### config.mk
export PLATFORM = sky130hd
export DESIGN_NAME = rf_wb_arbiter_flat
export DESIGN_NICKNAME = d
export VERILOG_FILES = /design/src/rtl/rf_wb_arbiter_pkg.sv /design/src/rtl/rf_wb_arbiter_if.sv /design/src/rtl/rf_wb_arbiter_reg.sv /design/src/rtl/rf_wb_arbiter_rr_pick.sv /design/src/rtl/rf_wb_arbiter.sv /design/src/flat_wrapper.sv
export SDC_FILE = /design/constraint.sdc
export NUM_CORES = 1
export LEC_CHECK = 0
export BUFFER_PORTS_ARGS = -buffer_cell sky130_fd_sc_hd__buf_4
export CAP_MARGIN = 20
export CORE_AREA = 4 4 88 90
export DETAILED_ROUTE_END_ITERATION = 16
export DIE_AREA = 0 0 92 94
export GPL_TIMING_DRIVEN = 0
export PLACE_DENSITY = 0.77
export SETUP_SLACK_MARGIN = 0.4
export SYNTH_ARGS = -nofsm -noshare
export SYNTH_HDL_FRONTEND = slang
export SYNTH_SLANG_ARGS = --single-unit
### constraint.sdc
create_clock -name clk -period 2.12 [get_ports clk]
set_input_delay 0.212 -clock clk [delete_from_list [all_inputs] [get_ports clk]]
set_output_delay 0.212 -clock clk [all_outputs]
set_load 0.02 [all_outputs]
### src/rtl/rf_wb_arbiter_pkg.sv
// Shared defaults and requester identifiers for the register-file writeback arbiter.
// Imported by the arbiter, its interface and its sub-modules.
package rf_arb_pkg;

  localparam int DEF_NREQ = 3;
  localparam int DEF_XLEN = 32;
  localparam int DEF_AW   = 5;

  typedef enum logic [1:0] {
    ID_EXU = 2'd0,
    ID_LSU = 2'd1,
    ID_CSR = 2'd2
  } req_id_e;

  // Width of a requester index; never narrower than one bit.
  function automatic int id_width(input int n);
    return (n > 1) ? $clog2(n) : 1;
  endfunction

endpackage

### src/rtl/rf_wb_arbiter_if.sv
// Writeback requester and register-file port bundle.
// master: requesters plus register file; slave: the arbiter.
interface rf_wb_arbiter_if
  import rf_arb_pkg::*;
#(
  parameter int NREQ = DEF_NREQ,
  parameter int XLEN = DEF_XLEN,
  parameter int AW   = DEF_AW
);
  localparam int IDW = id_width(NREQ);

  logic [NREQ-1:0]      req_valid;
  logic [NREQ-1:0]      req_ready;
  logic [NREQ*AW-1:0]   req_addr;
  logic [NREQ*XLEN-1:0] req_data;
  logic                 rf_ready;
  logic                 rf_wen;
  logic [AW-1:0]        rf_waddr;
  logic [XLEN-1:0]      rf_wdata;
  logic [IDW-1:0]       out_id;

  modport master (
    output req_valid, req_addr, req_data, rf_ready,
    input  req_ready, rf_wen, rf_waddr, rf_wdata, out_id
  );

  modport slave (
    input  req_valid, req_addr, req_data, rf_ready,
    output req_ready, rf_wen, rf_waddr, rf_wdata, out_id
  );
endinterface

### src/rtl/rf_wb_arbiter_reg.sv
// Enable register with asynchronous active-low reset to a parameterised value.
// Holds its value whenever en is low.
module rf_en_reg #(
  parameter int           W       = 1,
  parameter logic [W-1:0] RST_VAL = '0
) (
  input  logic         clk,
  input  logic         rst,
  input  logic         en,
  input  logic [W-1:0] d,
  output logic [W-1:0] q
);
  always_ff @(posedge clk or negedge rst) begin
    if (!rst)    q <= RST_VAL;
    else if (en) q <= d;
  end
endmodule

### src/rtl/rf_wb_arbiter_rr_pick.sv
// Combinational round-robin pick: first valid index at or after ptr, wrapping.
// Pure logic, no state.
module rr_pick #(
  parameter int NREQ = 3,
  parameter int IDW  = 2
) (
  input  logic [NREQ-1:0] valid,
  input  logic [IDW-1:0]  ptr,
  output logic            any,
  output logic [IDW-1:0]  g
);
  logic [IDW-1:0] idx;

  // Walk from the farthest candidate back to ptr so the nearest valid wins.
  always_comb begin
    any = 1'b0;
    g   = '0;
    idx = '0;
    for (int k = NREQ - 1; k >= 0; k--) begin
      idx = IDW'((int'(ptr) + k) % NREQ);
      if (valid[idx]) begin
        any = 1'b1;
        g   = idx;
      end
    end
  end
endmodule

### src/rtl/rf_wb_arbiter.sv
// Round-robin writeback arbiter feeding one register-file write port; 1-cycle accept-to-write latency.
// A full stage stalled by rf_ready=0 blocks all requesters; the stage loads and drains in the same cycle.
module rf_wb_arbiter
  import rf_arb_pkg::*;
#(
  parameter int NREQ = DEF_NREQ,
  parameter int XLEN = DEF_XLEN,
  parameter int AW   = DEF_AW
) (
  input logic            clk,
  input logic            rst,
  rf_wb_arbiter_if.slave bus
);
  localparam int IDW = id_width(NREQ);

  logic            out_valid;
  logic [AW-1:0]   waddr_q;
  logic [XLEN-1:0] wdata_q;
  logic [IDW-1:0]  id_q;
  logic [IDW-1:0]  ptr_q;
  logic [IDW-1:0]  ptr_d;
  logic [IDW-1:0]  g;
  logic            any;
  logic            can_accept;
  logic            grant;
  logic [AW-1:0]   sel_addr;
  logic [XLEN-1:0] sel_data;

  assign can_accept = !out_valid || bus.rf_ready;

  rr_pick #(.NREQ(NREQ), .IDW(IDW)) u_pick (
    .valid (bus.req_valid),
    .ptr   (ptr_q),
    .any   (any),
    .g     (g)
  );

  // rst gates the grant so no requester sees ready while the block is held in reset.
  assign grant = rst && can_accept && any;

  always_comb begin
    bus.req_ready = '0;
    if (grant) bus.req_ready[g] = 1'b1;
  end

  always_comb begin
    sel_addr = '0;
    sel_data = '0;
    for (int i = 0; i < NREQ; i++) begin
      if (g == IDW'(i)) begin
        sel_addr = bus.req_addr[i*AW +: AW];
        sel_data = bus.req_data[i*XLEN +: XLEN];
      end
    end
  end

  assign ptr_d = (g == IDW'(NREQ - 1)) ? '0 : g + IDW'(1);

  rf_en_reg #(.W(1)) u_vld (
    .clk (clk), .rst (rst), .en (can_accept), .d (any), .q (out_valid)
  );

  rf_en_reg #(.W(AW)) u_addr (
    .clk (clk), .rst (rst), .en (grant), .d (sel_addr), .q (waddr_q)
  );

  rf_en_reg #(.W(XLEN)) u_data (
    .clk (clk), .rst (rst), .en (grant), .d (sel_data), .q (wdata_q)
  );

  rf_en_reg #(.W(IDW)) u_id (
    .clk (clk), .rst (rst), .en (grant), .d (g), .q (id_q)
  );

  rf_en_reg #(.W(IDW)) u_ptr (
    .clk (clk), .rst (rst), .en (grant), .d (ptr_d), .q (ptr_q)
  );

  // x0 writes still occupy and drain the stage, they just never assert the enable.
  assign bus.rf_wen   = out_valid && bus.rf_ready && (waddr_q != '0);
  assign bus.rf_waddr = waddr_q;
  assign bus.rf_wdata = wdata_q;
  assign bus.out_id   = id_q;

endmodule

### src/flat_wrapper.sv
// flat-port wrapper written by rule: the top's interface ports become plain ports
module rf_wb_arbiter_flat import rf_arb_pkg::*;
#(
  parameter int NREQ = DEF_NREQ,
  parameter int XLEN = DEF_XLEN,
  parameter int AW   = DEF_AW
)
  (clk, rst, bus_req_valid, bus_req_addr, bus_req_data, bus_rf_ready, bus_req_ready, bus_rf_wen, bus_rf_waddr, bus_rf_wdata, bus_out_id);
  rf_wb_arbiter_if #(.NREQ(NREQ), .XLEN(XLEN), .AW(AW)) bus_i ();
  input logic clk;
  input logic rst;
  input wire logic [$bits(bus_i.req_valid)-1:0] bus_req_valid;
  input wire logic [$bits(bus_i.req_addr)-1:0] bus_req_addr;
  input wire logic [$bits(bus_i.req_data)-1:0] bus_req_data;
  input wire logic [$bits(bus_i.rf_ready)-1:0] bus_rf_ready;
  output wire logic [$bits(bus_i.req_ready)-1:0] bus_req_ready;
  output wire logic [$bits(bus_i.rf_wen)-1:0] bus_rf_wen;
  output wire logic [$bits(bus_i.rf_waddr)-1:0] bus_rf_waddr;
  output wire logic [$bits(bus_i.rf_wdata)-1:0] bus_rf_wdata;
  output wire logic [$bits(bus_i.out_id)-1:0] bus_out_id;
  assign bus_i.req_valid = bus_req_valid;
  assign bus_i.req_addr = bus_req_addr;
  assign bus_i.req_data = bus_req_data;
  assign bus_i.rf_ready = bus_rf_ready;
  assign bus_req_ready = bus_i.req_ready;
  assign bus_rf_wen = bus_i.rf_wen;
  assign bus_rf_waddr = bus_i.rf_waddr;
  assign bus_rf_wdata = bus_i.rf_wdata;
  assign bus_out_id = bus_i.out_id;
  rf_wb_arbiter #(.NREQ(NREQ), .XLEN(XLEN), .AW(AW)) u_core (.clk(clk), .rst(rst), .bus(bus_i));
endmodule
* Word-level counts from Yosys, hierarchy flattened
Index checks and enable logic that the tools add are counted.
Storage, ports and cells: register bits 42, bits in latches 0, bits in writable memories 0, ROM bits 0, input port bits 117, output and inout bits 43, word-level logic and storage cells 49, memories kept 0
Cells by class: add/subtract/negate cells 3, multipliers 0, divide/modulo/power cells 3, $lt $le $gt $ge 5, equality and inequality tests 2, shifts and indexed selects 0, multiplexer cells 22, bitwise logic cells 0, reductions and logical operators 9
Operators with widths (count):
- two-way mux 32 bit | 3
- remainder unit 32 x 3 -> 32 bit (second input constant) | 2
- remainder unit 3 x 3 -> 32 bit (second input constant) | 1
- two-way mux 5 bit | 3
- less-than comparator 2 x 3 -> 1 bit (second input constant) | 4
- two-way mux 2 bit | 4
- two-way mux 1 bit | 7
- binary-select mux 1 bit (select 2 bit) | 3
- logical AND 1 bit | 5
- nonzero test 5 bit | 1
- adder 2 x 1 -> 3 bit (second input constant) | 1
- adder 2 x 2 -> 3 bit (second input constant) | 1
- two-way mux 3 bit | 1
- adder 2 x 1 -> 2 bit (second input constant) | 1
- demux 1 bit (select 2 bit) | 1
- == test 2 x 1 -> 1 bit (second input constant) | 1
- == test 2 bit (second input constant) | 1
- greater-or-equal comparator 2 x 1 -> 1 bit (second input constant) | 1
- logical NOT 2 bit | 1
- logical NOT 1 bit | 1
- logical OR 1 bit | 1

* Logic depth before layout (Yosys ltp)
Gate-level depths: netlist of run 1.
depth after elaboration 12, gate-level depth with buffers 10, gate-level depth less buffers 7

* By module
Synthesis of run 1 repeated with hierarchy kept, for this count alone.
Second synthesis, totals: cell total of the unflattened synthesis 213, area total of the unflattened synthesis 2859.0 um^2
Modules (own cells, without submodules):
- rf_en_reg at u_core.u_data | times used 1, cells an instance 68, area each 1345.0 um^2, seq. area each 800.8 um^2
- rf_wb_arbiter | times used 1, cells an instance 98, area each 955.9 um^2, seq. area each 0.0 um^2
- rr_pick | times used 1, cells an instance 27, area each 191.4 um^2, seq. area each 0.0 um^2
- rf_en_reg at u_core.u_addr | times used 1, cells an instance 10, area each 181.4 um^2, seq. area each 125.1 um^2
- rf_en_reg at u_core.u_id ... | times used 2, cells an instance 4, area each 72.6 um^2, seq. area each 50.0 um^2
- rf_en_reg at u_core.u_vld | times used 1, cells an instance 2, area each 40.0 um^2, seq. area each 25.0 um^2

* Worst setup path before layout of run 1
Ideal clock, no wire load.
kind flip-flop to flip-flop, start point register u_core.u_ptr.q[0], end point register u_core.u_addr.q[0], setup time 0.126 ns, arrival time 2.112 ns, data required time 1.994 ns, setup slack -0.117 ns, stages on the path, launching flop included 10, buffers on the path 2, period minus slack after synthesis 2.237 ns, path through dfrtp_1 -> inv_1 -> ha_1 -> or3b_1 -> a32oi_1 -> nand3b_1 -> buf_2 -> buf_6 -> a221oi_2 -> o21ai_1
Between the ends: longest elaborated chain between the ends 11, elaborated cells between the ends (all ways) 24, those cells by class add/sub: 2; div: 3; eq/ne: 2; mux: 15; reduce/logical: 2
RTL lines:
- start, declared | RTL line rf_wb_arbiter_reg.sv:11 | output logic [W-1:0] q
- start signal, assigned | RTL line rf_wb_arbiter_reg.sv:14 | if (!rst) q <= RST_VAL;
- start signal, assigned | RTL line rf_wb_arbiter_reg.sv:15 | else if (en) q <= d;
- adder 2 x 2 -> 3 bit | RTL line rf_wb_arbiter_rr_pick.sv:20 | idx = IDW'((int'(ptr) + k) % NREQ);
- remainder unit 32 x 3 -> 32 bit | RTL line rf_wb_arbiter_rr_pick.sv:20
- binary-select mux 1 bit (select 2 bit) | RTL line rf_wb_arbiter_rr_pick.sv:21 | if (valid[idx]) begin
- two-way mux 1 bit (not written as such) | RTL line rf_wb_arbiter_rr_pick.sv:21
- two-way mux 2 bit (3 in a row) | RTL line rf_wb_arbiter_rr_pick.sv:21
- logical NOT 2 bit | RTL line rf_wb_arbiter.sv:50 | if (g == IDW'(i)) begin
- two-way mux 5 bit (3 in a row) | RTL line rf_wb_arbiter.sv:50
- end signal, assigned | RTL line rf_wb_arbiter_reg.sv:14
- end signal, assigned | RTL line rf_wb_arbiter_reg.sv:15
- end, declared | RTL line rf_wb_arbiter_reg.sv:11
Parallel ways exist; a longest one is shown, timed or not. The select of a mux whose other input is x is not followed. A chain may end at the register's enable or synchronous reset.

* Worst setup path after layout of run 1
start point register u_core.u_ptr.q[0], end point output bus_req_ready[0]
Between the ends: longest elaborated chain between the ends 12, elaborated cells between the ends (all ways) 24, those cells by class add/sub: 2; div: 3; order compare: 2; mux: 15; reduce/logical: 2
RTL lines:
- adder 2 x 2 -> 3 bit | RTL line rf_wb_arbiter_rr_pick.sv:20
- remainder unit 32 x 3 -> 32 bit | RTL line rf_wb_arbiter_rr_pick.sv:20
- binary-select mux 1 bit (select 2 bit) | RTL line rf_wb_arbiter_rr_pick.sv:21
- two-way mux 1 bit (not written as such) | RTL line rf_wb_arbiter_rr_pick.sv:21
- two-way mux 2 bit (3 in a row) | RTL line rf_wb_arbiter_rr_pick.sv:21
- less-than comparator 2 x 3 -> 1 bit (not written as such) / greater-or-equal comparator 2 x 1 -> 1 bit (equally long branches) | RTL line rf_wb_arbiter.sv:43 | if (grant) bus.req_ready[g] = 1'b1;
- logical AND 1 bit (not written as such) | RTL line rf_wb_arbiter.sv:43
- two-way mux 1 bit (not written as such) | RTL line rf_wb_arbiter.sv:43
- demux 1 bit (select 2 bit)
- two-way mux 3 bit (*) | RTL line rf_wb_arbiter.sv:43
- end, declared | RTL line flat_wrapper.sv:16 | output wire logic [$bits(bus_i.req_ready)-1:0] bus_req_ready;
Mark *: on every way between the ends. The rest lies on a longest branch, timed or not. The select of a mux whose other input is x is not followed.

==> metrics.cfg, run 1 <==
[detailed_routing]
drc_errors=0
vias_per_cell=5.61
routedWlPerCell_um=19.0
drtAntennaViolNets=0
dr.pass1.iters=5
routed_wirelength_um=12300
dr.first_iter.drc_count=221
num_vias=3638

[final_layout]
areaGrowthSynthToFinish_pct=91.8
fillCellCount=502
final_nets=668
layout-drive-gt1-share_pct=52.6
antennaDiodeCount=0

[sta]
skew_ns=0.0137
rsz0062_at_grt=yes
setup_viol=44
setup_ws_ns=-0.587
finalHoldViolations=42
slew_violations=0
worst-slew-pin-transition_ns=0.581
min_period_ns=2.71
relSlewSlack_pct=61.3
clock.fmax_ghz=0.369
fin_hold_ws_ns=-0.0963
finalCritPeriodShare_pct=128

[placed_design]
io_buffers=159
dpl.hpwl_um=7290
gp_congestion=0.838

[clock_tree]
clk_path_buf_depth=2
cts-root-buf=clkbuf_8
cts_max_level=2
numCtsBuffers=5
clk_latency_ns=0.30
clk_transition_reported_paths_ns=0.09
numClockSinks=42
cts_tree=built

[run]
maxCapViolCount=0

[global_route]
grtUsageTotal_pct=24.6
grt_pass1_wl_um=17100
grt_pass1_vias=3527
grt_start_max_net_pins=46
grt_overflow=0
antenna_found_initial=0

[worst_setup_path]
crit_type=reg2out
rrSetupSlack_ns=-0.49
worstReg2RegStart=u_core.u_ptr.q[0]
reg2regPathDepth=16
worst_ep_arrival_time_ns=2.50
crit_required_ns=1.91
worstSetupStartpointType=flop
cp_max_fo=10
r2r-end=u_core.u_data.q[1]
end_kind=output port

[floorplanning]
fp.dieH_um=94
die_area_sq_um=8650
boundaryPins=160
rows=31
core_sq_um=7060
start_util_pct=38.1
die_w_um=92

[synthesis]
netlist_area_sq_um=2690
ys_seq_area_share_pct=39.0
synth_cell_types=33
syn_inst=341
synth.avg_cell_area_sq_um=7.90
yosysWarnings=0
synth_edf_count=0
ys.flop_type=dfrtp_1
syn_nets=461
ys_seq_elements=42
async_reset_ff_share_pct=100

[power_and_ir_drop]
p_leak_nw=2.41
powerDensity_nw_per_um2=1720
finalPower_mw=8.88
vdd_drop_max_v=0.000935

[worst_hold_path]
hold_class=in2async

[run_status]
violations=negative hold slack, negative setup slack
outcome=finished, violations left

==> power by group <==
group / internal, mW / total, mW / switching (mW) / leakage (nW)
Combinational: 3.33 / 6.75 / 3.43 / 1.85
Sequential: 1.20 / 1.47 / 0.264 / 0.516
Clock: 0.351 / 0.655 / 0.304 / 0.0504
Total: 4.88 / 8.88 / 4.00 / 2.41
==> state kept, by name, indices dropped and copies added (netlist names) <==
register	count
u_core.u_data.q	32
u_core.u_vld.q	1
u_core.u_id.q	2
u_core.u_ptr.q	2
u_core.u_addr.q	5
==> cell families (layout without fill, tap and decap cells) <==
family	after synthesis	count (layout)	share of synthesized area (%)
mux	2	2	0.744
fa+ha+maj	3	3	1.39
flops	42	42	39.0
simple gates	130	130	19.5
buf+inv	36	244	5.76
compound gates	128	128	33.6
==> routing by layer <==
layer | routed length [um] | global-route usage [%] | vias up
met5 | 0 | 0 | -
met4 | 578 | 10.6 | 0
met3 | 916 | 3.77 | 60
met2 | 6210 | 43.1 | 221
met1 | 4580 | 30.1 | 1718
li1 | - | - | 1639
==> worst max-delay path by stage <==
stage,from,endpoint,slack (ns),cells past startpoint
after CTS,u_core.u_ptr.q[0],bus_req_ready[0],-0.36,8
after floorplan,u_core.u_ptr.q[0],u_core.u_addr.q[0],0.04,9
after detailed placement,u_core.u_ptr.q[1],u_core.u_data.q[10],-0.38,8
final,u_core.u_ptr.q[0],bus_req_ready[0],-0.59,8
after global placement,u_core.u_ptr.q[1],u_core.u_data.q[8],-0.36,8
after global routing,u_core.u_ptr.q[1],bus_req_ready[0],-0.59,8
==> cells in the mapped netlist (2+ instances only) <==
cell type	instances	share of area, %
clkbuf_1	22	3.1
ha_1	3	1.4
a21oi_1	2	0.37
a21o_1	4	1.1
nand2b_1	3	0.70
inv_1	4	0.56
mux2i_1	2	0.74
o21ai_1	12	2.2
buf_2	7	1.3
nand3b_1	2	0.56
nor2_1	41	5.7
nand2_1	77	11
a221oi_2	10	5.6
o21ai_0	63	12
dfrtp_1	42	39
o311a_1	2	0.74
a221oi_1	27	8.8
nor2b_1	3	0.70
==> critical path, stage by stage, from the launching register on <==
cell,delay (ns)
dfrtp_1,0.40
inv_2,0.09
ha_4,0.32
nor4b_1,0.43
o21ai_1,0.24
o31a_1,0.20
buf_4,0.19
and3_4,0.20
buf_6,0.13
==> cell type report <==
type / count / area [sq um] / share of cell area (%)
plain buffers: 32 / 307 / 5.94
clock buffers: 5 / 68.8 / 1.33
clock inverters: 3 / 45.0 / 0.872
inverters: 4 / 15.0 / 0.291
multi-input cells: 263 / 1890 / 36.6
flip-flops and latches: 42 / 1050 / 20.4
well taps: 99 / 124 / 2.40
repair buffers: 200 / 1660 / 32.2
==> per-stage QoR <==
| stage | setup slack [ns] | setup TNS, ns | util (%) | cells | instance area [sq um] |
|---|---|---|---|---|---|
| 3_5_place_dp | -0.380 | -10.20 | 58.1 | 599 | 4100 |
| 3_3_place_gp | -0.360 | -8.44 | 58.1 | 599 | 4100 |
| 2_1_floorplan | 0.0425 | 0 | - | 341 | 2790 |
| 5_1_grt | -0.588 | -19.22 | 73.2 | 648 | 5160 |
| 4_1_cts | -0.357 | -9.03 | 68.7 | 634 | 4850 |
| 6_report | -0.587 | -16.30 | 73.2 | 648 | 5160 |
==> cells in the final DEF, fill, tap and decap left out, drive strengths merged, types with 3 or more instances in the layout <==
cell type	netlist	final
clkbuf	22	28
a221oi	37	37
nor2	41	41
ha	3	3
nand2b	3	3
o21ai	75	75
dfrtp	42	42
buf	10	209
inv	4	4
nor2b	3	3
nand2	77	77
a21o	4	4
==> what timing repair did <==
action                                 in CTS  in global routing
pin swaps                                  60                 23
gates resized for setup                   107                 26
setup endpoints to repair                  45                 45
endpoints found under the hold margin      42                 42
gates cloned                                3                  3
buffers inserted                           24                 11
Power figures use the tool's default switching activity.
==> run 2: changes to the inputs <==
Settings changed: CORE_AREA 4 4 88 90 to 3 3 87 89, DIE_AREA 0 0 92 94 to 0 0 90 92.
==> metrics.cfg, run 2 (synthesized netlist as in run 1, its figures left out) <==
[placed_design]
pre_cts_slack_ns=-0.421
io_buffers=159
gp_congestion=0.798
dpl.hpwl_um=7380

[worst_setup_path]
worst_ep_arrival_time_ns=2.30
worstSetupStartpointType=flop
worstReg2RegStart=u_core.u_ptr.q[0]
rrSetupSlack_ns=-0.33
critPathTopFamily=compound AO/OA/AOI/OAI gates
cp_common_cell=buf_6
crit_type=reg2out
crit_required_ns=1.91
path_cells=inv_2 > ha_2 > buf_6 > a22o_1 > a211o_1 > a32o_2 > buf_6 > and3_4 > buf_6
cpPeakStageDelay_ns=0.43
r2r-end=u_core.u_data.q[0]
critPathSlowestCell=dfrtp_2
end_kind=output port
critPathLaunch=u_core.u_ptr.q[1]
reg2regPathDepth=10
crit_buf_inv=4
cp_max_fo=5

[final_layout]
final_common_cell=buf_4
fillCellCount=566
top_regs=u_core.u_data.q: 32 flops, u_core.u_addr.q: 5 flops
areaGrowthSynthToFinish_pct=77.6
largest-register=u_core.u_data.q
largest_reg_flops=32
layout-drive-gt1-share_pct=48.6
final_nets=652
layout_common_cells=buf_4 (171), nand2_1 (77), o21ai_0 (46)
antennaDiodeCount=0

[floorplanning]
die_area_sq_um=8280
fp.dieH_um=92
start_util_pct=39.4
die_w_um=90
rows=30
boundaryPins=160
core_sq_um=6830

[sta]
rsz0062_at_grt=yes
relSlewSlack_pct=58.4
min_period_ns=2.52
fin_hold_ws_ns=-0.102
setup_viol=43
worst-slew-pin-transition_ns=0.624
setup_ws_ns=-0.397
finalHoldViolations=42
slew_violations=0
skew_ns=0.00654
finalCritPeriodShare_pct=119
clock.fmax_ghz=0.397

[run]
maxCapViolCount=0

[clock_tree]
clk_path_buf_depth=2
cts_tree=built
cts_max_level=2
clk_latency_ns=0.30
numCtsBuffers=5
clk_transition_reported_paths_ns=0.08
cts-root-buf=clkbuf_8
numClockSinks=42

[worst_hold_path]
hold_class=in2async

[power_and_ir_drop]
vdd_drop_max_v=0.000821
swShare_pct=47.2
finalPower_mw=7.33
power_frac_clock_pct=7.6
p_leak_nw=2.26
p_sw_mw=3.46
combPwrFrac_pct=72.6
p_seq_share_pct=19.8
powerDensity_nw_per_um2=1530
internal_power_mw=3.87

[run_status]
outcome=finished, violations left
violations=negative hold slack, negative setup slack

[global_route]
grtUsageTotal_pct=25.3
grt_overflow=0
grt_pass1_wl_um=16900
antenna_found_initial=0
grt_pass1_vias=3528
grt_start_max_net_pins=46

[detailed_routing]
vias_per_cell=5.47
dr.first_iter.drc_count=184
drc_errors=0
num_vias=3442
routed_wirelength_um=10900
routedWlPerCell_um=17.3
dr.pass1.iters=5
drtAntennaViolNets=0

[run 2: cell types whose count changed in the layout (fill, tap and decap cells not counted), moves of 3 or more]
cell      change
a221oi_1      +9
o21ai_0       +9
buf_6         -8
o21ai_1       -7
buf_4         -6
a221oi_2      -5
a221oi_4      -4
clkbuf_8      +4
clkbuf_2      -3
clkbuf_4      +3
[run 2: per-layer routing]
| layer | track usage, % | vias to the layer above | share of wire (%) | wire length, um |
|---|---|---|---|---|
| met4 | 12.6 | 0 | 3.5 | 383 |
| met2 | 45.1 | 174 | 52 | 5610 |
| met1 | 28.9 | 1630 | 38 | 4090 |
| met5 | 0 | - | 0 | 0 |
| li1 | - | 1606 | - | - |
| met3 | 4.68 | 32 | 7.3 | 791 |
[run 2: layout make-up]
| cell class | instances | area [sq um] | area share, % |
|---|---|---|---|
| plain buffers | 32 | 267 | 5.57 |
| clock buffers | 6 | 82.6 | 1.73 |
| clock inverters | 2 | 12.5 | 0.262 |
| inverters | 4 | 15.0 | 0.314 |
| multi-input cells | 263 | 1770 | 36.9 |
| flip-flops and latches | 42 | 1050 | 22.0 |
| well taps | 96 | 120 | 2.51 |
| repair buffers | 184 | 1470 | 30.7 |
[run 2: stage by stage]
step | hold slack (ns) | setup TNS, ns | instance area [sq um] | util, % | std cells
2_1_floorplan | -0.0836 | 0 | 2790 | - | 341
3_5_place_dp | 0.258 | -12.56 | 4100 | 60.0 | 596
6_report | -0.102 | -10.26 | 4780 | 70.0 | 629
5_1_grt | -0.0485 | -15.45 | 4780 | 70.0 | 629
4_1_cts | -0.0790 | -8.67 | 4550 | 66.6 | 621
3_3_place_gp | 0.244 | -8.38 | 4100 | 60.0 | 596
[run 2: timing repair]
| action | CTS | global route |
|---|---|---|
| cloned | 2 | 1 |
| gates resized for setup | 67 | 24 |
| setup buffers | 15 | 7 |
| pin swaps | 35 | 8 |
| hold endpoints to repair | 42 | 42 |
| setup endpoints to repair | 45 | 46 |
[run 2: how the worst max path moves through the flow]
stage                     endpoint  cells past startpoint
6_report          bus_req_ready[0]                      9
5_1_grt           bus_req_ready[0]                      8
4_1_cts           bus_req_ready[0]                      8
3_5_place_dp   u_core.u_data.q[31]                      8
3_3_place_gp    u_core.u_addr.q[4]                      8
2_1_floorplan   u_core.u_addr.q[0]                      9
[run 2: power by group through the flow]
stage	logic, mW	registers, mW	clock network, mW
global route	5.73	1.50	0.604
CTS	4.76	1.45	0.563
detailed placement	4.05	1.46	0
global placement	3.95	1.44	0
finish	5.32	1.45	0.556
floorplan	2.18	1.86	0
[run 2: worst register-to-register path: stages, from the launching register on]
cell	delay, ns
dfrtp_1	0.42
inv_2	0.12
ha_4	0.23
or3b_4	0.37
a32oi_2	0.19
nand3b_1	0.19
buf_6	0.18
buf_6	0.13
buf_12	0.13
a221oi_4	0.27
o21ai_1	0.10
